<file path="src/rtl/usb_rx_pkt_sequencer.sv">
// USB 2.0 receive packet sequencer: hunts SYNC after the bit unstuffer, checks and routes the PID,
// captures token fields, assembles data bytes and reports clean EOP or a coded error.
module usb_rx_pkt_sequencer #(
   parameter int SYNC_MAX  = 32,
   parameter int MAX_BYTES = 1026
) (
   input  logic       gclk,
   input  logic       reset,
   input  logic       rx_active,
   input  logic       bit_stb,
   input  logic       rx_bit,
   input  logic       rx_halt,
   input  logic       stuff_err,
   input  logic       se0,
   output logic       unstuff_clr_l,
   output logic [3:0] pid,
   output logic       pid_valid,
   output logic [6:0] dev_addr,
   output logic [3:0] endp,
   output logic [4:0] crc5,
   output logic       token_valid,
   output logic [7:0] data_byte,
   output logic       data_valid,
   output logic       pkt_done,
   output logic       err_valid,
   output logic [2:0] err_code
);

   localparam int BIT_W  = ($clog2(SYNC_MAX + 1) > 5) ? $clog2(SYNC_MAX + 1) : 5;
   localparam int BYTE_W = $clog2(MAX_BYTES + 1);

   localparam logic [2:0] ERR_PID    = 3'd1;
   localparam logic [2:0] ERR_STUFF  = 3'd2;
   localparam logic [2:0] ERR_EOP    = 3'd3;
   localparam logic [2:0] ERR_ACTIVE = 3'd4;
   localparam logic [2:0] ERR_SYNC   = 3'd5;
   localparam logic [2:0] ERR_OVF    = 3'd6;
   localparam logic [2:0] ERR_UNSUP  = 3'd7;

   typedef enum logic [2:0] {
      S_IDLE  = 3'd0,
      S_SYNC  = 3'd1,
      S_PID   = 3'd2,
      S_TOKEN = 3'd3,
      S_DATA  = 3'd4,
      S_HSK   = 3'd5,
      S_EOP   = 3'd6,
      S_ERR   = 3'd7
   } state_t;

   state_t              state_q, state_d;
   logic [15:0]         sh_q, sh_d;
   logic [BIT_W-1:0]    bit_cnt_q, bit_cnt_d;
   logic [BYTE_W-1:0]   byte_cnt_q, byte_cnt_d;
   logic                unstuff_clr_l_q, unstuff_clr_l_d;
   logic [3:0]          pid_q, pid_d;
   logic                pid_valid_q, pid_valid_d;
   logic [6:0]          dev_addr_q, dev_addr_d;
   logic [3:0]          endp_q, endp_d;
   logic [4:0]          crc5_q, crc5_d;
   logic                token_valid_q, token_valid_d;
   logic [7:0]          data_byte_q, data_byte_d;
   logic                data_valid_q, data_valid_d;
   logic                pkt_done_q, pkt_done_d;
   logic                err_valid_q, err_valid_d;
   logic [2:0]          err_code_q, err_code_d;

   logic                q_s;
   logic [15:0]         sh_shift_s;
   logic [7:0]          sh8_s;
   logic                pid_ok_s;
   logic                err_hit_s;
   logic [2:0]          err_sel_s;

   // The low byte of the 16-bit shifter only matters for token capture; sh8_s is the last 8 wire bits.
   assign q_s        = bit_stb & ~rx_halt;
   assign sh_shift_s = {rx_bit, sh_q[15:1]};
   assign sh8_s      = sh_shift_s[15:8];
   assign pid_ok_s   = (sh8_s[7:4] == ~sh8_s[3:0]);

   // Next-state, field capture and output pulse logic.
   always_comb begin
      state_d         = state_q;
      bit_cnt_d       = bit_cnt_q;
      byte_cnt_d      = byte_cnt_q;
      unstuff_clr_l_d = 1'b1;
      pid_d           = pid_q;
      pid_valid_d     = 1'b0;
      dev_addr_d      = dev_addr_q;
      endp_d          = endp_q;
      crc5_d          = crc5_q;
      token_valid_d   = 1'b0;
      data_byte_d     = data_byte_q;
      data_valid_d    = 1'b0;
      pkt_done_d      = 1'b0;
      err_valid_d     = 1'b0;
      err_code_d      = err_code_q;
      err_hit_s       = 1'b0;
      err_sel_s       = 3'd0;
      if (q_s) begin
         sh_d = sh_shift_s;
      end else begin
         sh_d = sh_q;
      end

      case (state_q)
         S_IDLE: begin
            if (rx_active) begin
               state_d         = S_SYNC;
               unstuff_clr_l_d = 1'b0;
               sh_d            = 16'h0000;
               bit_cnt_d       = '0;
               byte_cnt_d      = '0;
            end else begin
               state_d = S_IDLE;
            end
         end
         S_SYNC: begin
            if (!rx_active) begin
               state_d = S_IDLE;
            end else if (q_s) begin
               if (sh8_s == 8'h80) begin
                  state_d   = S_PID;
                  bit_cnt_d = '0;
               end else if (bit_cnt_q == BIT_W'(SYNC_MAX - 1)) begin
                  err_hit_s = 1'b1;
                  err_sel_s = ERR_SYNC;
               end else begin
                  bit_cnt_d = bit_cnt_q + BIT_W'(1);
               end
            end else begin
               state_d = S_SYNC;
            end
         end
         S_PID, S_TOKEN, S_DATA, S_HSK: begin
            if (bit_stb && stuff_err) begin
               err_hit_s = 1'b1;
               err_sel_s = ERR_STUFF;
            end else if (!rx_active) begin
               err_hit_s = 1'b1;
               err_sel_s = ERR_ACTIVE;
            end else if (bit_stb && se0) begin
               // EOP is legal only on a byte boundary of a data packet or after a token/handshake.
               if ((state_q == S_HSK) || ((state_q == S_DATA) && (bit_cnt_q == BIT_W'(0)))) begin
                  state_d    = S_EOP;
                  pkt_done_d = 1'b1;
               end else begin
                  err_hit_s = 1'b1;
                  err_sel_s = ERR_EOP;
               end
            end else if (q_s) begin
               case (state_q)
                  S_PID: begin
                     if (bit_cnt_q == BIT_W'(7)) begin
                        bit_cnt_d  = '0;
                        byte_cnt_d = '0;
                        if (!pid_ok_s) begin
                           err_hit_s = 1'b1;
                           err_sel_s = ERR_PID;
                        end else begin
                           pid_d       = sh8_s[3:0];
                           pid_valid_d = 1'b1;
                           case (sh8_s[3:0])
                              4'b0001, 4'b1001, 4'b0101, 4'b1101, 4'b0100: state_d = S_TOKEN;
                              4'b0011, 4'b1011, 4'b0111, 4'b1111:          state_d = S_DATA;
                              4'b0010, 4'b1010, 4'b1110, 4'b0110:          state_d = S_HSK;
                              default: begin
                                 err_hit_s = 1'b1;
                                 err_sel_s = ERR_UNSUP;
                              end
                           endcase
                        end
                     end else begin
                        bit_cnt_d = bit_cnt_q + BIT_W'(1);
                     end
                  end
                  S_TOKEN: begin
                     if (bit_cnt_q == BIT_W'(15)) begin
                        bit_cnt_d     = '0;
                        dev_addr_d    = sh_shift_s[6:0];
                        endp_d        = sh_shift_s[10:7];
                        crc5_d        = sh_shift_s[15:11];
                        token_valid_d = 1'b1;
                        state_d       = S_HSK;
                     end else begin
                        bit_cnt_d = bit_cnt_q + BIT_W'(1);
                     end
                  end
                  S_DATA: begin
                     if (bit_cnt_q == BIT_W'(7)) begin
                        bit_cnt_d = '0;
                        if (byte_cnt_q == BYTE_W'(MAX_BYTES)) begin
                           err_hit_s = 1'b1;
                           err_sel_s = ERR_OVF;
                        end else begin
                           data_byte_d  = sh8_s;
                           data_valid_d = 1'b1;
                           byte_cnt_d   = byte_cnt_q + BYTE_W'(1);
                        end
                     end else begin
                        bit_cnt_d = bit_cnt_q + BIT_W'(1);
                     end
                  end
                  default: begin
                     err_hit_s = 1'b1;
                     err_sel_s = ERR_EOP;
                  end
               endcase
            end else begin
               state_d = state_q;
            end
         end
         S_EOP, S_ERR: begin
            if (!rx_active) begin
               state_d         = S_IDLE;
               unstuff_clr_l_d = 1'b0;
            end else begin
               state_d = state_q;
            end
         end
         default: begin
            state_d = S_IDLE;
         end
      endcase

      // Errors override whatever the state logic wanted to emit on this strobe.
      if (err_hit_s) begin
         state_d       = S_ERR;
         err_valid_d   = 1'b1;
         err_code_d    = err_sel_s;
         data_valid_d  = 1'b0;
         token_valid_d = 1'b0;
         data_byte_d   = data_byte_q;
      end else begin
         err_code_d = err_code_q;
      end
   end

   // State and output registers.
   always_ff @(posedge gclk or posedge reset) begin
      if (reset) begin
         state_q         <= S_IDLE;
         sh_q            <= 16'h0000;
         bit_cnt_q       <= '0;
         byte_cnt_q      <= '0;
         unstuff_clr_l_q <= 1'b1;
         pid_q           <= 4'h0;
         pid_valid_q     <= 1'b0;
         dev_addr_q      <= 7'h00;
         endp_q          <= 4'h0;
         crc5_q          <= 5'h00;
         token_valid_q   <= 1'b0;
         data_byte_q     <= 8'h00;
         data_valid_q    <= 1'b0;
         pkt_done_q      <= 1'b0;
         err_valid_q     <= 1'b0;
         err_code_q      <= 3'd0;
      end else begin
         state_q         <= state_d;
         sh_q            <= sh_d;
         bit_cnt_q       <= bit_cnt_d;
         byte_cnt_q      <= byte_cnt_d;
         unstuff_clr_l_q <= unstuff_clr_l_d;
         pid_q           <= pid_d;
         pid_valid_q     <= pid_valid_d;
         dev_addr_q      <= dev_addr_d;
         endp_q          <= endp_d;
         crc5_q          <= crc5_d;
         token_valid_q   <= token_valid_d;
         data_byte_q     <= data_byte_d;
         data_valid_q    <= data_valid_d;
         pkt_done_q      <= pkt_done_d;
         err_valid_q     <= err_valid_d;
         err_code_q      <= err_code_d;
      end
   end

   assign unstuff_clr_l = unstuff_clr_l_q;
   assign pid           = pid_q;
   assign pid_valid     = pid_valid_q;
   assign dev_addr      = dev_addr_q;
   assign endp          = endp_q;
   assign crc5          = crc5_q;
   assign token_valid   = token_valid_q;
   assign data_byte     = data_byte_q;
   assign data_valid    = data_valid_q;
   assign pkt_done      = pkt_done_q;
   assign err_valid     = err_valid_q;
   assign err_code      = err_code_q;

endmodule
</file>
<file path="config.mk">
export PLATFORM = sky130hd
export DESIGN_NAME = usb_rx_pkt_sequencer
export DESIGN_NICKNAME = d
export VERILOG_FILES = /design/src/rtl/usb_rx_pkt_sequencer.sv
export SDC_FILE = /design/constraint.sdc
export NUM_CORES = 1
export LEC_CHECK = 0
export CAP_MARGIN = 30
export CORE_MARGIN = 2
export CORE_UTILIZATION = 39
export CTS_CLUSTER_SIZE = 24
export DETAILED_ROUTE_END_ITERATION = 16
export PLACE_DENSITY_LB_ADDON = 0.08
export RECOVER_POWER = 100
export SLEW_MARGIN = 20
export SYNTH_ARGS = -nofsm -noshare
export SYNTH_HDL_FRONTEND = slang
export SYNTH_SLANG_ARGS = --single-unit
</file>
<file path="constraint.sdc">
create_clock -name gclk -period 3.15 [get_ports gclk]
set_input_delay 0.63 -clock gclk [delete_from_list [all_inputs] [get_ports gclk]]
set_output_delay 0.63 -clock gclk [all_outputs]
set_load 0.05 [all_outputs]
</file>
[After elaboration in Yosys (flattened, before gate mapping)]
Cells that the tools add are included.
Storage, ports and cells
  flip-flop bits (word level): 73
  input bits: 8
  output and inout port bits: 37
  logic and storage cells: 205
Operators by class
  add/sub/neg operators: 2
  equal/unequal tests: 50
  multiplexer cells: 109
  bitwise logic cells: 7
  reduce and logical (&&, ||, !) cells: 21
Operator list (count)
  two-way mux 11 bit: 8
  two-way mux 3 bit: 26
  two-way mux 6 bit: 11
  two-way mux 1 bit: 48
  two-way mux 16 bit: 3
  case mux 11 bit (2 select lines): 2
  inequality test 3 bit, second input constant: 9
  inequality test 5 bit, second input constant: 5
  equality test 4 bit, second input constant: 6
  AND reduction 10 bit: 2
  case mux 3 bit (3 select lines): 2
  case mux 6 bit (3 select lines): 1
  equality test 4 x 3 -> 1 bit, second input constant: 4
  inequality test 2 bit, second input constant: 7
  OR reduction 13 bit: 1
  equality test 3 bit, second input constant: 4
  case mux 3 bit (2 select lines): 2
  case mux 3 bit (4 select lines): 1
  case mux 6 bit (2 select lines): 1
  OR reduction 4 bit: 3
  adder 11 x 1 -> 11 bit, second input constant: 1
  equality test 11 bit, second input constant: 1
  AND reduction 11 bit: 1
  AND reduction 9 bit: 1
  other kinds (28): 39

[Logic depth before layout (Yosys ltp)]
  word-level depth: 13
  depth in mapped cells: 8
  mapped depth without buffers: 7

[Least setup slack after synthesis]
No wires, ideal clock.
  path type: input port to flip-flop
  from: input rx_halt
  to: register crc5_q[4], in the netlist crc5[4]
  setup time: 125 ps
  arrival: 2197 ps
  data required time: 3025 ps
  path slack: 828 ps
  stages on the path: 5
  buffers on the path: 1
  cell sequence: nor4b_2 -> nand2_1 -> nor3_2 -> buf_2 -> mux2_2
On the way
  cells in the longest elaborated chain, start to end: 3
RTL lines
  start: declaration: line 12  | input logic rx_halt,
  NOT 1 bit: line 76  | assign q_s = bit_stb & ~rx_halt;
  bitwise AND 1 bit: line 76
  AND reduction 7 bit (no source line)
  end signal: assignment: line 268  | crc5_q <= crc5_d;
  end: declaration: line 60  | logic [4:0] crc5_q, crc5_d;
Every way passes these cells.
A chain may end at the register's enable or synchronous reset.

[Worst setup path in the final report]
  from: input rx_bit
  to: register state_q[2]
On the way
  cells in the longest elaborated chain, start to end: 11
  elaborated cells on any way between the ends: 26
RTL lines
  start: declaration: line 11  | input logic rx_bit,
  equality test 4 bit: line 79  | assign pid_ok_s = (sh8_s[7:4] == ~sh8_s[3:0]);
  two-way mux 1 bit: line 157  | if (!pid_ok_s) begin
  two-way mux 1 bit: line 154  | if (bit_cnt_q == BIT_W'(7)) begin
  case mux 1 bit (3 select lines): line 152  | case (state_q)
  two-way mux 1 bit: line 151  | end else if (q_s) begin
  two-way mux 1 bit: line 142  | end else if (bit_stb && se0) begin
  two-way mux 1 bit: line 139  | end else if (!rx_active) begin
  two-way mux 1 bit: line 136  | if (bit_stb && stuff_err) begin
  case mux 1 bit (2 select lines): line 106  | case (state_q)
  inequality test 7 x 4 -> 1 bit (no source line) (tied with other cells)
  AND reduction 11 bit (no source line)
  end signal: assignment: line 259  | state_q <= state_d;
  end: declaration: line 51  | state_t state_q, state_d;
Several ways; a longest one is shown, not always the timed one.

==> results.yml <==
clock_network:
  cts_root_buf: "sky130_fd_sc_hd__clkbuf_8"
  postCtsHoldBufs: 0
  clk-insertion-delay-late_ns: 0.36
  cts.clk_slew.worst_paths_ns: 0.08
  cts-buffers-inserted: 9
  ctsLongestPathBuffers: 2
  tritoncts: "done"
  cts.sink_count: 72
  cts-resized-gates: 0
  cts_htree_levels: 3
  postCtsSetupRepairBufs: 0
global_routing:
  grt_util_met2_pct: 30.2
  grt.met3_usage_pct: 3.26
  gr-max-usage-layer: "met2"
  grt_use_total_pct: 18.9
  grtUsageMet1_pct: 25.7
  number_of_antenna_violations_at_the_first_check_in_global_routing: 0
  grt-ovfl-total: 0
  grt_max_degree: 73
  grt_pass1_vias: 3176
  first_pass_grt_wire_length_um: 16500
final_layout:
  layout.cells.most_common_list: "sky130_fd_sc_hd__dfrtp_1, sky130_fd_sc_hd__nand2_1, sky130_fd_sc_hd__dlygate4sd3_1"
  layout.cells.most_common: "sky130_fd_sc_hd__dfrtp_1"
  fin_nets: 448
  fraction_of_layout_cells_with_a_size_suffix_above_1_pct: 15.9
  insertedDiodeCount: 0
  flow.area_growth_from_synthesis_pct: 19.3
placed_design:
  gpl.final_weighted_congestion: 0.895
  place.port_buffers: 44
  dpl_worst_slack_ns: 0.148
  detailed_place_hpwl_um: 6890
routing:
  drc: 0
  antenna_violating_nets_post_route: 0
  route.vias.total: 3220
  post_dr_wirelength_cell_um: 17.1
  detailedRoute.firstPassIterationCount: 4
  drt_total_wl_um: 9820
  drt-initial-drc-count: 174
  routed_via_density: 5.61
pwr:
  leak_pwr_nw: 2.08
  part_of_the_power_in_registers_pct: 38.8
  power_density_nw_per_um2: 673
  power_switching_share_pct: 39.3
  power.net_switching_w: 0.00124
  comb_power_share_pct: 34.7
  worst_ir_drop_vdd_v: 0.000266
  share_clk_of_total_power_pct: 26.5
  p_int_w: 0.00192
timing:
  rsz0062_at_grt: "no"
  report.final.hold_viol_count: 0
  final_period_minus_worst_setup_slack_ns: 2.81
  finalSetupViolations: 0
  relative_slew_margins_pct: -19.7
  hold-worst-slack_ns: 0.490
  final.period_utilization_pct: 89.1
  setup_slack_ns: 0.345
  worst_clock_skew_ns: 0.0136
  drv_slew: 73
  worst_slew_pin_slew_ns: 1.79
  fmax_mhz: 356
  totalNegativeSetupSlack_ns: 0
logic_synthesis:
  seq_area_frac_synth_pct: 45.8
  synth.net_count: 403
  post_synth_inst_count: 391
  synth.distinct_cells: 71
  synth_warnings: 0
  yosys_most_used_dff: "sky130_fd_sc_hd__dfrtp_1"
  synth_area_um2: 3940
  async_reset_ff_share_pct: 100
  synth.ff_latch_count: 72
  average_size_of_a_mapped_cell_um2: 10.1
  synth_enable_flop_cells: 0
worst_setup_path:
  critical_path.max_fanout: 5
  critical_path_s_top_delay_family: "simple AND/OR/NAND/NOR gates"
  critical_path.startpoint_type: "input port"
  path_class: "in2reg"
  worst_ep_required_time_ns: 3.36
  worst_path_max_delay_cell: "sky130_fd_sc_hd__clkdlybuf4s50_1"
  cp.arrival_ns: 3.01
  cp-end-kind: "flip-flop"
  timing.critical_path.slowest_cell_delay_ns: 0.59
  cp_num_buf_inv: 1
  path_cells: "clkdlybuf4s50_1 > or4b_4 > o2111ai_1 > nor2_1 > nor4_1 > o311ai_1"
die:
  floorplan.initialDensity_pct: 40.3
  die_height_um: 104
  placementRows: 36
  fp.coreArea_um2: 9770
  floorplan.die_area_um2: 10900
  floorplan.die.width_um: 104
  ioPinCount: 45
outcome:
  failed_checks: "max-capacitance violations, max-slew violations"
  outcome: "finished with violations"
hold_path:
  timing.hold.worst.class: "reg2reg"
run:
  maxCapViolCount: 1
state kept, by name (all words and copies together), names as in the netlist:
name / cells
pid: 4
err_code: 3
data_byte: 8
token_valid: 1
data_valid: 1
unstuff_clr_l: 1
pid_valid: 1
err_valid: 1
pkt_done: 1
state_q: 3
crc5: 5
endp: 4
sh_q: 15
bit_cnt_q: 6
byte_cnt_q: 11
dev_addr: 7
per-stage QoR:
step / util, % / area (um2) / std cells / power (W)
after floorplan: - / 3940 / 391 / 0.00206
after global placement: 46.5 / 4550 / 558 / 0.00236
after detailed placement: 46.5 / 4550 / 558 / 0.00236
after CTS: 48.8 / 4770 / 574 / 0.00321
after global routing: 48.1 / 4700 / 574 / 0.00334
final: 48.1 / 4700 / 574 / 0.00316
cell type report:
type / count / area (um2)
Clock buffer: 10 / 128
Multi-Input combinational cell: 285 / 1940
Tap cell: 133 / 166
Inverter: 10 / 37.5
Fill cell: 936 / 5080
Clock inverter: 6 / 92.6
Timing Repair Buffer: 58 / 527
Sequential cell: 72 / 1800
power groups by stage:
stage / logic, W / clock network [W] / registers [W]
finish: 0.00110 / 0.000837 / 0.00123
floorplan: 0.000837 / 0 / 0.00122
detailed placement: 0.00112 / 0 / 0.00125
global placement: 0.00112 / 0 / 0.00125
global route: 0.00119 / 0.000898 / 0.00125
CTS: 0.00112 / 0.000859 / 0.00123
per-layer routing:
| metal | part of all wire [%] | wire length, um |
|---|---|---|
| met5 | 0 | 0 |
| met4 | 2.2 | 216 |
| met3 | 3.8 | 373 |
| met2 | 48 | 4720 |
| met1 | 46 | 4520 |
final timing paths:
| path | slack, ns | cells after the start | start | to |
|---|---|---|---|---|
| min | 0.49 | 1 | byte_cnt_q[10] | byte_cnt_q[10] |
| min in group asynchronous | 1.33 | 3 | reset | data_valid |
| max | 0.34 | 6 | rx_bit | state_q[2] |
| max in group asynchronous | 0.73 | 3 | reset | byte_cnt_q[0] |
| min reg2reg | 0.49 | 1 | byte_cnt_q[10] | byte_cnt_q[10] |
| max reg2reg | 0.54 | 5 | sh_q[10] | state_q[2] |
synth_stat cells, types with 2 or more instances:
cell type	instances	area, um2
sky130_fd_sc_hd__dfrtp_1	71	1780
sky130_fd_sc_hd__nand2_1	51	191
sky130_fd_sc_hd__a21oi_1	29	145
sky130_fd_sc_hd__mux2_2	29	327
sky130_fd_sc_hd__nor2_1	17	63.8
sky130_fd_sc_hd__clkbuf_1	15	56.3
sky130_fd_sc_hd__nand3_1	13	65.1
sky130_fd_sc_hd__o21ai_0	12	60.1
sky130_fd_sc_hd__inv_1	10	37.5
sky130_fd_sc_hd__and3_1	8	50.1
sky130_fd_sc_hd__nor3_1	8	40.0
sky130_fd_sc_hd__nor4_1	8	50.1
sky130_fd_sc_hd__nor2b_1	7	43.8
sky130_fd_sc_hd__o211ai_1	6	45.0
sky130_fd_sc_hd__and2_1	5	31.3
sky130_fd_sc_hd__buf_2	5	25.0
sky130_fd_sc_hd__nand2b_1	5	31.3
sky130_fd_sc_hd__nor3b_1	5	37.5
sky130_fd_sc_hd__xnor2_1	5	43.8
sky130_fd_sc_hd__a32o_1	4	40.0
sky130_fd_sc_hd__ha_1	4	50.1
sky130_fd_sc_hd__a31oi_1	3	18.8
sky130_fd_sc_hd__mux2i_1	3	30.0
sky130_fd_sc_hd__nand3b_1	3	22.5
sky130_fd_sc_hd__nand4_1	3	18.8
sky130_fd_sc_hd__o21a_1	3	22.5
sky130_fd_sc_hd__o22a_1	3	26.3
sky130_fd_sc_hd__o22ai_1	3	18.8
sky130_fd_sc_hd__a21boi_0	2	15.0
sky130_fd_sc_hd__a22o_1	2	17.5
sky130_fd_sc_hd__a2bb2oi_1	2	17.5
sky130_fd_sc_hd__a31o_2	2	17.5
sky130_fd_sc_hd__buf_6	2	22.5
sky130_fd_sc_hd__nor4_4	2	42.5
sky130_fd_sc_hd__o211a_1	2	20.0
sky130_fd_sc_hd__o21bai_1	2	15.0
sky130_fd_sc_hd__o41ai_1	2	17.5
sky130_fd_sc_hd__or2_2	2	12.5
cell families after synthesis:
group           count (synthesis)  synth area share [%]
mux                            32                  9.06
xor+xnor                        6                  1.34
flops                          72                  45.8
simple gates                  147                  20.3
compound gates                 96                  18.3
fa+ha+maj                       4                  1.27
buf+inv                        34                  3.88
Power figures use the tool's default switching activity.
